==> src/rtl/uart_rx_core.sv <==
// 8N1 UART receiver: 2-flop synchronized serial input, mid-bit sampling,
// byte hand-off with done/acknowledge, completion pulse and frame-error reporting.
module uart_rx_core #(
  parameter int unsigned CLKS_PER_BIT = 434
) (
  input  logic       clk,
  input  logic       rst_n,
  input  logic       i_rx,
  input  logic       i_rx_finish,
  output logic [7:0] o_rx_data,
  output logic       o_done,
  output logic       o_irq,
  output logic       o_busy,
  output logic       o_frame_err
);

  localparam logic [15:0] BIT_LAST  = 16'(CLKS_PER_BIT - 1);
  localparam logic [15:0] HALF_LAST = 16'(CLKS_PER_BIT / 2 - 1);

  typedef enum logic [2:0] {
    S_IDLE,
    S_START,
    S_DATA,
    S_STOP,
    S_DONE,
    S_ERR
  } state_t;

  state_t      state, state_n;
  logic [15:0] timer, timer_n;
  logic [2:0]  bit_idx, bit_idx_n;
  logic [7:0]  shift, shift_n;
  logic [7:0]  rx_data_n;
  logic        done_n, irq_n, busy_n, frame_err_n;
  logic        rx_meta, rx_s;

  // Synchronizer resets to 1 so a reset release never looks like a start bit.
  always_ff @(posedge clk or negedge rst_n) begin
    if (!rst_n) begin
      rx_meta <= 1'b1;
      rx_s    <= 1'b1;
    end else begin
      // NOTE: non-blocking assignments keep this a true two-stage shift;
      // blocking here would collapse both flops into one.
      rx_meta <= i_rx;
      rx_s    <= rx_meta;
    end
  end

  always_ff @(posedge clk or negedge rst_n) begin
    if (!rst_n) begin
      state       <= S_IDLE;
      timer       <= '0;
      bit_idx     <= '0;
      shift       <= '0;
      o_rx_data   <= '0;
      o_done      <= 1'b0;
      o_irq       <= 1'b0;
      o_busy      <= 1'b0;
      o_frame_err <= 1'b0;
    end else begin
      state       <= state_n;
      timer       <= timer_n;
      bit_idx     <= bit_idx_n;
      shift       <= shift_n;
      o_rx_data   <= rx_data_n;
      o_done      <= done_n;
      o_irq       <= irq_n;
      o_busy      <= busy_n;
      o_frame_err <= frame_err_n;
    end
  end

  always_comb begin
    // NOTE: every signal gets a hold/default value first, so no path through
    // the case statement can leave one unassigned and infer a latch.
    state_n     = state;
    timer_n     = timer;
    bit_idx_n   = bit_idx;
    shift_n     = shift;
    rx_data_n   = o_rx_data;
    done_n      = o_done;
    irq_n       = 1'b0;
    busy_n      = o_busy;
    frame_err_n = o_frame_err;

    unique case (state)
      S_IDLE: begin
        timer_n = '0;
        if (!rx_s) begin
          state_n = S_START;
          busy_n  = 1'b1;
        end
      end

      S_START: begin
        if (timer == HALF_LAST) begin
          timer_n = '0;
          if (!rx_s) begin
            state_n   = S_DATA;
            bit_idx_n = '0;
          end else begin
            // Line went high again before mid-start-bit: treat as a glitch.
            state_n = S_IDLE;
            busy_n  = 1'b0;
          end
        end else begin
          timer_n = timer + 16'd1;
        end
      end

      S_DATA: begin
        if (timer == BIT_LAST) begin
          timer_n          = '0;
          shift_n[bit_idx] = rx_s;
          if (bit_idx == 3'd7) state_n = S_STOP;
          else                 bit_idx_n = bit_idx + 3'd1;
        end else begin
          timer_n = timer + 16'd1;
        end
      end

      S_STOP: begin
        if (timer == BIT_LAST) begin
          timer_n = '0;
          if (rx_s) begin
            state_n   = S_DONE;
            rx_data_n = shift;
            done_n    = 1'b1;
            irq_n     = 1'b1;
            busy_n    = 1'b0;
          end else begin
            state_n     = S_ERR;
            frame_err_n = 1'b1;
          end
        end else begin
          timer_n = timer + 16'd1;
        end
      end

      S_DONE: begin
        timer_n = '0;
        // A new start bit takes priority for the state; done drops either way.
        if (!rx_s) begin
          state_n = S_START;
          busy_n  = 1'b1;
          done_n  = 1'b0;
        end else if (i_rx_finish) begin
          state_n = S_IDLE;
          done_n  = 1'b0;
        end
      end

      S_ERR: begin
        timer_n = '0;
        if (rx_s) begin
          state_n     = S_IDLE;
          frame_err_n = 1'b0;
          busy_n      = 1'b0;
        end
      end

      default: begin
        state_n = S_IDLE;
        timer_n = '0;
      end
    endcase
  end

endmodule

==> config.mk <==
export PLATFORM = sky130hd
export DESIGN_NAME = uart_rx_core
export DESIGN_NICKNAME = d
export VERILOG_FILES = /design/src/rtl/uart_rx_core.sv
export SDC_FILE = /design/constraint.sdc
export NUM_CORES = 1
export LEC_CHECK = 0
export ABC_AREA = 1
export BUFFER_PORTS_ARGS = -buffer_cell sky130_fd_sc_hd__buf_4
export CORE_MARGIN = 2
export CORE_UTILIZATION = 45
export DETAILED_ROUTE_END_ITERATION = 8
export PLACE_DENSITY = 0.73
export SYNTH_ARGS = -nofsm -noshare
export SYNTH_HDL_FRONTEND = slang
export SYNTH_SLANG_ARGS = --single-unit
==> constraint.sdc <==
create_clock -name clk -period 1.38 [get_ports clk]
set_input_delay 0 -clock clk [delete_from_list [all_inputs] [get_ports clk]]
set_output_delay 0 -clock clk [all_outputs]
set_load 0.02 [all_outputs]
== After elaboration in Yosys (flattened, before gate mapping) ==
Index checks and enable logic that the tools add are counted.

* Multiplexer cells: 38
* Reduce and logical (&&, ||, !) cells: 15
* $add $sub $neg: 2
* Equality and inequality tests: 20
* $lt $le $gt $ge: 2

{| class="wikitable"
|+ Operators by type and width
! cell !! number
|-
| $mux W3 || 12
|-
| $mux W16 || 2
|-
| $pmux W16 S2 || 1
|-
| $ne A2 B2 Y1 const B || 11
|-
| $pmux W3 S6 || 1
|-
| $add A16 B1 Y16 const B || 1
|-
| $eq A16 B8 Y1 const B || 1
|-
| $eq A16 B9 Y1 const B || 1
|-
| $mux W1 || 15
|-
| $reduce_and A4 Y1 || 3
|-
| $eq A3 B3 Y1 const B || 3
|-
| $bwmux W8 || 1
|-
| $reduce_and A7 Y1 || 1
|-
| $eq A3 B2 Y1 const B || 2
|-
| $pmux W3 S2 || 1
|-
| $reduce_bool A2 Y1 || 3
|-
| $reduce_and A5 Y1 || 1
|-
| $lt A3 B4 Y1 const B || 1
|-
| $pmux W1 S2 || 2
|-
| $pmux W1 S4 || 1
|-
| $reduce_bool A4 Y1 || 1
|-
| $reduce_or A2 Y1 || 2
|-
| $add A3 B1 Y3 const B || 1
|-
| $demux W1 S3 || 1
|-
| other kinds (8) || 8
|}

* Output and inout port bits: 12
* Logic and storage cells: 88
* Register bits after elaboration: 44

== Depth between registers and ports, before layout ==
Gate-level depths: netlist of run 1.

* Depth in word-level cells: 5
* Mapped depth: 10
* Mapped depth without buffers: 10

== Least setup slack after synthesis of run 1 ==
Ideal clock, no wire load.

* Path kind: reg-to-reg
* From: register timer[1]
* To: register timer[6]
* Cell stages (with the launch flop): 10
* Data required time: 1,253 ps
* Setup slack: -32 ps
* Setup time: 127 ps
* Arrival: 1,285 ps
* Cells stage by stage: dfrtp_1 -> inv_1 -> ha_1 -> nand2_1 -> nor2_2 -> nand2_4 -> nand2_4 -> nand2_2 -> buf_6 -> nor3b_2

* Cells in the longest elaborated chain, start to end: 3
* Elaborated cells on any way between the ends: 6
* Classes of those cells: 1 x add/sub; 2 x eq/ne; 3 x mux

{| class="wikitable"
|+ Ends and longest elaborated chain
! element !! RTL line !! RTL
|-
| from (decl) || 30 || <nowiki>logic [15:0] timer, timer_n;</nowiki>
|-
| from (signal assigned) || 63 || <nowiki>timer <= timer_n;</nowiki>
|-
| $add A16 B1 Y16, or another cell as far along || 108, 119, 137 ||
|-
| $mux W16, on equally long branches || 113, 124, 97 ||
|-
| $pmux W16 S2 (*) || 87 || <nowiki>unique case (state)</nowiki>
|-
| via timer_n[6] || 30 ||
|}

The timed path passes the listed nets; every way through them passes the cells marked *.
A chain may end at the register's enable or synchronous reset.

== Worst setup path after layout of run 1 ==
* From: register timer[2]
* To: register state[1]

* Cells in the longest elaborated chain, start to end: 3
* Elaborated cells on any way between the ends: 6
* Classes of those cells: 5 x eq/ne; 1 x reduce/logical

{| class="wikitable"
|+ Ends and longest elaborated chain
! element !! RTL line !! RTL
|-
| $eq A16 B9 Y1 or $eq A16 B8 Y1 (tied branches) || 113, 124, 97 ||
|-
| $ne A2 B2 Y1 (no source line) || - ||
|-
| $reduce_and A7 Y1 (no source line) (*) || - ||
|-
| to (signal assigned) || 62 || <nowiki>state <= state_n;</nowiki>
|-
| to (decl) || 29 || <nowiki>state_t state, state_n;</nowiki>
|}

Mark *: on every way between the ends. The rest lies on a longest branch, timed or not.

==> flow_results.org, run 1 <==
** Outcome
- The flow ran to the end, but the final reports show violations.
- Violated checks :: setup timing

** Global routing
- Entering global routing, the biggest net connects 45 pins.
- Number of antenna violations at the first check in global routing :: 0
- Global-route usage over all layers :: 0.2139
- Wire length of the first global-routing pass :: 10.13 mm
- Overflow left after global routing :: 0
- The via count of the first global-routing pass is 2186.

** Layout
- Layout net count :: 395
- Finished layout cell area :: 0.003572 mm2
- Area growth from synthesis to final layout :: 47.47%
- Share of the core filled with cells in the final layout :: 0.6950
- Commonest cells after routing, fill and taps aside :: 75 x sky130_fd_sc_hd__nand2_1, 66 x sky130_fd_sc_hd__buf_4, 37 x sky130_fd_sc_hd__dfrtp_1, 22 x sky130_fd_sc_hd__nor2_1, 20 x sky130_fd_sc_hd__inv_1
- Leaving out fill and tap cells, the most frequent cell in the layout is sky130_fd_sc_hd__nand2_1.
- Of the cells placed in the final design, the portion with a size suffix greater than 1 is 0.4599.
- The repair_antennas step left the layout with diodes totalling 0.
- Leaving out filler cells and counting taps, the final layout contains 457.

** Floorplan
- The floorplan has 26 rows.
- Area of the placeable core :: 0.005140 mm2
- Die X-Extent :: 77.37 um
- The die covers 0.005986 mm2.
- Die extent in y :: 77.37 um
- Starting Density :: 0.4713
- In this run the count of I/O pins placed on the die edge is 16.

** Pwr
- The internal power of the cells totals 1.861 mW.
- Standby leakage power :: 1.742 nW
- Combinational group share of total power :: 0.028
- NetSw :: 0.5324 mW
- Switching share of total power :: 0.2224
- VDD sags by at most 0.0003694 V.
- Clock share of power :: 0.430
- Total power per unit cell area :: 670.1 mW/mm2
- The share of total power dissipated in sequential elements is 0.542.

** Synth
- The number of nets in the synthesized netlist is 316.
- The cell area that synthesis handed to floorplanning was 0.002422 mm2.
- Synthesized instance count :: 307
- Largest area contributor in the synthesized netlist :: sky130_fd_sc_hd__dfrtp_1
- Share of Yosys cell area claimed by the top area cell type :: 0.4339
- After synthesis the netlist holds a flip-flop and latch count of 44.
- Counting distinct cell types in the post-synthesis netlist gives 31.
- Mean instance size in the synthesized netlist :: 7.890 um2
- Top area cells in the synthesized netlist :: sky130_fd_sc_hd__dfrtp_1 43%, sky130_fd_sc_hd__nand2_1 14%, sky130_fd_sc_hd__nor2_1 5.6%
- During synthesis, Yosys emitted a total of 0 warnings.
- Sequential-to-total area share from yosys stat :: 0.4556

** Placement
- After legalization and detailed placement, the total HPWL measured 3.993 mm.
- The number of placed instances, taps included, is 426.
- Cell area reported after detailed placement :: 0.002890 mm2
- Prior to clock tree synthesis, the placed netlist has a worst setup slack of -0.2001 ns.
- During placement, the flow inserted port buffers numbering 15.
- Routability-driven placement finished with a final weighted congestion of 0.8785.

** Route
- Once detail routing completed, the nets flagged for antenna violations numbered 0.
- After detailed routing, the number of remaining DRC violations is 0.
- In the routed layout, each cell is associated on average with a via count of 5.260.
- Wires add up to 6.873 mm.
- Routed via count :: 2404
- Violation count after the first detailed-route iteration :: 213
- For this run, the detailed router's first-pass iteration total came to 5.
- Dividing the detail-routed wire length by the instance count gives 15.04 um.

** STA
- Post-route clock skew :: 0.009370 ns
- Setup TNS after final layout :: -4.204 ns
- Of the available clock period, the critical path in the final layout requires 1.109.
- The number of slew-limit violations in the final report was 0.
- Slew @ Worst Pin :: 0.5707 ns
- Setup repair after global routing could not meet its margin everywhere.
- After layout, the minimum clock period comes to 1.530 ns.
- Remaining max-slew budget at the tightest pin :: 0.6195
- Number of setup violations in the final report :: 42
- Total count of hold-check failures in the final report :: 0
- Derived from the worst setup path, the maximum achievable clock frequency is 653.5 MHz.
- In the post-route analysis, the smallest setup slack over all paths is -0.1501 ns.

** CTS
- The clock passes through at most 2 buffers.
- CTS built an H-tree with a depth of 2.
- Number of buffers created by CTS :: 5
- TritonCTS clock tree :: yes
- After clock tree synthesis, the clock-pin slew on the worst setup and hold paths is 0.09 ns.
- For the worst-skew pair, the clock arrives at the later sink with an insertion delay of 0.30 ns.
- The cell sitting at the root of the clock tree is a sky130_fd_sc_hd__clkbuf_8.
- For this design, the sink count on the clock tree is 44.

** Worst setup path
- Critical-path cell with the highest stage delay :: sky130_fd_sc_hd__dfrtp_1
- Data required time of the critical path :: 1.62 ns
- Count of cell instances traversed by the critical path :: 9
- In this design, the largest share of critical-path delay is due to simple AND/OR/NAND/NOR gates.
- Number of cells on the worst reg-to-reg path :: 9
- In this run the worst path has a maximum fanout of 5.
- Arrival time at the worst endpoint :: 1.77 ns
- Critical path launch point type :: flop
- CP Class :: reg -> reg
- The critical path contains buffers and inverters numbering 0 combined.
- Walking the worst path, the cells encountered are nor2_1 -> nand2_1 -> nor2_2 -> nand2_4 -> nand2_4 -> nand2_4 -> nor2_4 -> nand2_1 -> nand2_1.
- Type of element capturing the critical path :: flop
- The largest single stage delay on the critical path is 0.44 ns.

** Job
- Max-cap violations in this run came to 0.

** Worst hold path
- Worst Hold Class :: in -> async
==> registers in the layout (all words and copies together), names as in the netlist <==
name         flops
o_rx_data        8
o_irq            1
rx_s             1
shift            8
o_done           1
o_busy           1
timer           16
rx_meta          1
bit_idx          3
o_frame_err      1
state            3
==> path summary, 6_finish.rpt <==
kind	start	end	slack [ns]
setup / recovery	timer[2]$_DFF_PN0_	state[1]$_DFFE_PN0P_	-0.15
hold / removal	rst_n	timer[5]$_DFF_PN0_	0.23
hold reg to reg	rx_meta$_DFF_PN1_	rx_s$_DFF_PN1_	0.36
setup reg to reg	timer[2]$_DFF_PN0_	state[1]$_DFFE_PN0P_	-0.15
min in group clk	i_rx_finish	o_done$_DFFE_PN0P_	0.29
max in group asynchronous	rst_n	state[0]$_DFFE_PN0P_	0.73
==> cell usage after synthesis (all sizes together) <==
master  count
nand2     101
and3b       2
and2        1
a21oi      12
dfstp       2
buf         6
nor2       42
xor2        2
nand3      27
dfrtp      42
o21ai      10
clkinv      1
a21boi      1
nor3b       2
xnor2       1
inv        29
ha          5
nand4      12
nor3        9
==> metal layers <==
metal / GRT usage / wire, um / up-vias
li1: - / - / 1154
met3: 0.03605 / 324 / 10
met2: 0.3591 / 3553 / 70
met1: 0.2851 / 2888 / 1170
met5: 0 / 0 / -
met4: 0.06429 / 107 / 0
==> cell families (layout without fill, tap and decap cells) <==
family / after synthesis / count (layout) / synth area share
flops: 44 / 44 / 0.4556
compound gates: 23 / 23 / 0.05010
simple gates: 196 / 198 / 0.3926
fa+ha+maj: 5 / 5 / 0.02583
buf+inv: 36 / 114 / 0.06508
xor+xnor: 3 / 3 / 0.01085
==> power groups by stage <==
stage	logic (mW)	registers, mW	clock network (mW)
after detailed placement	0.0592	1.32	0
after floorplan	0.0112	1.33	0
after CTS	0.0652	1.30	1.04
after global placement	0.0594	1.32	0
after global routing	0.0762	1.30	1.09
final	0.0681	1.30	1.03
==> final cells by class <==
class                           count  area (um2)
Multi-Input combinational cell    229        1521
Inverter                           30       118.9
Tap cell                           70       87.58
Fill cell                         391        1568
Timing Repair Buffer               75       611.8
Timing Repair inverter              1       7.507
Clock inverter                      3       46.29
Clock buffer                        5       68.82
Sequential cell                    44        1110
==> per-stage QoR <==
| step | hold WS [ns] | power, mW |
|---|---|---|
| 2_1_floorplan | -0.2956 | 1.337 |
| 3_3_place_gp | 0.03322 | 1.381 |
| 3_5_place_dp | 0.03210 | 1.381 |
| 4_1_cts | 0.2376 | 2.406 |
| 5_1_grt | 0.2813 | 2.465 |
| 6_report | 0.2280 | 2.394 |
==> timing repair <==
| action | 4_1_cts | 5_1_grt |
|---|---|---|
| setup buffers | 9 | 9 |
| gates cloned | 3 | 1 |
| gates resized for setup | 29 | 72 |
| hold buffers | 2 | 0 |
| endpoints found under the setup margin | 39 | 42 |
| hold endpoints to repair | 43 | 0 |
| pin swaps | 19 | 35 |
Note: power is estimated with default switching activity, not from simulation.
==> run 2, diff against run 1 <==
Settings changed: RECOVER_POWER from default to 25.
==> flow_results.org, run 2 (same netlist as run 1, synthesis figures left out) <==
** STA
- Unrepaired setup endpoints after global routing :: true
- Timing would allow up to 653.8 MHz.
- Of the available clock period, the critical path in the final layout requires 1.108.
- Number of setup violations in the final report :: 42
- Counting I/O delays and the setup requirement, the final critical path takes 1.529 ns.
- Setup TNS after final layout :: -4.199 ns
- For the final database, setup skew stands at 0.008795 ns.
- Measured against its own limit, the worst slew margin works out to 0.2642.
- At the pin with the least slew margin, the transition time is 1.104 ns.
- In the post-route analysis, the smallest setup slack over all paths is -0.1495 ns.
- Total count of hold-check failures in the final report :: 0
- On the final layout, the worst hold slack is 0.2907 ns.
- Max-slew violation count :: 0

** Route
- The routed design has 6.874 mm of wire.
- First-pass DRT Iterations :: 4
- Via density :: 5.247
- Violation count after the first detailed-route iteration :: 213
- For this run, design rule violations remaining after detail routing come to 0.
- The routed layout has 2398 vias.
- Number of antenna-violating nets in the routed design :: 0
- After detailed routing, the average wire length per cell comes to 15.04 um.

** CTS
- Register clock-pin slew on the reported worst setup and hold paths :: 0.09 ns
- The tree is rooted in a sky130_fd_sc_hd__clkbuf_8.
- TritonCTS clock tree :: yes
- For this design, the sink count on the clock tree is 44.
- The clock tree synthesis step divided the H-tree into 2 levels.
- Counting along the longest clock path gives a buffer depth of 2.
- Later-pin clock latency in the skew report :: 0.30 ns
- Number of buffers created by CTS :: 5

** Global routing
- Number of antenna violations at the first check in global routing :: 0
- The first global-routing pass estimated 10.13 mm of wire.
- Overflow left after global routing :: 0
- For met2 alone, demand over resource in global routing was 0.3591.
- In this run the most used layer during global routing was met2.
- In the global route stage, overall resource usage came out at 0.2139.
- The via count of the first global-routing pass is 2186.
- For met3 alone, demand over resource in global routing was 0.03605.
- For this run, global-route usage on met1 was measured as 0.2851.
- Largest net degree at the start of global routing :: 45

** Placement
- Cell count after placement :: 426
- Routability cong. :: 0.8785
- Cell area reported after detailed placement :: 0.002890 mm2
- Once detailed placement completed, the half-perimeter wirelength came to 3.993 mm.
- During placement, the flow inserted port buffers numbering 15.
- Timing analysis after detailed placement gives a worst setup slack of -0.2001 ns.

** Worst setup path
- In this run the critical register-to-register path is launched from timer[2]$_DFF_PN0_.
- Number of cells on the worst reg-to-reg path :: 9
- Crit path max fanout :: 5
- CP Class :: reg -> reg
- The worst register-to-register path has a setup slack of -0.15 ns.
- The worst setup path is captured at a flop.
- Data required time of the critical path :: 1.62 ns
- The worst setup path is launched from a flop.
- Arrival time at the worst endpoint :: 1.77 ns
- The endpoint identified for the worst register-to-register timing path is state[1]$_DFFE_PN0P_.

** Pwr
- Standby leakage power :: 1.741 nW
- Total power per unit cell area :: 669.6 mW/mm2
- VDD sags by at most 0.0003692 V.
- The design draws 2.390 mW.

** Floorplan
- Area of the placeable core :: 0.005140 mm2
- The floorplan step defined a die boundary enclosing 0.005986 mm2.
- Starting Density :: 0.4713
- During I/O placement, the number of pins put on the boundary was 16.
- Count of standard-cell rows :: 26
- Die X-Extent :: 77.37 um
- The die is 77.37 um tall.

** Worst hold path
- Startpoint of the lowest-slack hold path :: i_rx_finish
- The worst hold path terminates at o_done$_DFFE_PN0P_.
- Hold path depth :: 5
- Worst Hold Class :: in -> reg

** Layout
- Commonest cells after routing, fill and taps aside :: 75 x sky130_fd_sc_hd__nand2_1, 64 x sky130_fd_sc_hd__buf_4, 37 x sky130_fd_sc_hd__dfrtp_1, 22 x sky130_fd_sc_hd__nor2_1, 20 x sky130_fd_sc_hd__inv_1
- The count of cells in the finished layout, fillers not included, comes to 457.
- Of the cells placed in the final design, the portion with a size suffix greater than 1 is 0.4599.
- Registers with the highest flip-flop counts :: timer: 16 flops, o_rx_data: 8 flops, shift: 8 flops
- Max FFs per register :: 16
- Antenna Cells :: 0
- Area growth from synthesis to final layout :: 47.37%
- For this run, the post-layout net count is 395.
- After routing the design area is 0.003570 mm2.
- Share of the core filled with cells in the final layout :: 0.6945
- Leaving out fill and tap cells, the most frequent cell in the layout is sky130_fd_sc_hd__nand2_1.
- Reg with most FFs :: timer

** Outcome
- Violated checks :: setup timing
- The flow ran to the end, but the final reports show violations.

** Job
- MaxCap Viol Count :: 0
run 2: cell count changes in the layout (fill, tap and decap cells not counted), sizes merged:
cell	previous run	this run
buf	73	71
clkbuf	5	7
run 2: report_power, final:
| group | internal, mW | leakage, nW | switching [mW] |
|---|---|---|---|
| registers | 1.29 | 0.579 | 0.00163 |
| logic | 0.0198 | 1.11 | 0.0470 |
| clock network | 0.546 | 0.0548 | 0.481 |
| total | 1.86 | 1.74 | 0.530 |
run 2: timing repair:
action / 4_1_cts / 5_1_grt
gates resized for setup: 29 / 72
cloned: 3 / 1
pin swaps: 19 / 35
setup endpoints to repair: 39 / 42
endpoints found under the hold margin: 43 / 0
buffers inserted: 9 / 9
hold buffers: 2 / 0
run 2: routing by layer:
layer | routed length (um) | part of all wire
met1 | 2913 | 0.42
met3 | 313 | 0.046
met4 | 101 | 0.015
met2 | 3545 | 0.52
met5 | 0 | 0
run 2: how the worst max path moves through the flow:
stage / startpoint / end / slack [ns] / depth (start not counted)
after floorplan: timer[1]$_DFF_PN0_ / shift[6]$_DFFE_PN0P_ / -0.02 / 10
after global placement: timer[1]$_DFF_PN0_ / o_rx_data[7]$_DFFE_PN0P_ / -0.16 / 8
after detailed placement: timer[15]$_DFF_PN0_ / o_rx_data[7]$_DFFE_PN0P_ / -0.20 / 8
after CTS: timer[1]$_DFF_PN0_ / shift[0]$_DFFE_PN0P_ / -0.14 / 10
after global routing: timer[6]$_DFF_PN0_ / state[1]$_DFFE_PN0P_ / -0.21 / 9
final: timer[2]$_DFF_PN0_ / state[1]$_DFFE_PN0P_ / -0.15 / 9
run 2: layout make-up:
type,count,area (um2)
clock buffer,5,68.82
clock inverter,3,46.29
fill,391,1570
inverter,30,118.9
multi-input combinational,229,1521
sequential,44,1110
tap,70,87.58
timing repair buffer,75,609.3
timing repair inverter,1,7.507
run 2: worst max-delay path, stage by stage, from the launching register on:
cell	delay (ns)
sky130_fd_sc_hd__dfrtp_1	0.44
sky130_fd_sc_hd__nor2_1	0.21
sky130_fd_sc_hd__nand2_1	0.12
sky130_fd_sc_hd__nor2_2	0.15
sky130_fd_sc_hd__nand2_4	0.12
sky130_fd_sc_hd__nand2_4	0.10
sky130_fd_sc_hd__nand2_4	0.07
sky130_fd_sc_hd__nor2_4	0.12
sky130_fd_sc_hd__nand2_1	0.07
sky130_fd_sc_hd__nand2_1	0.06
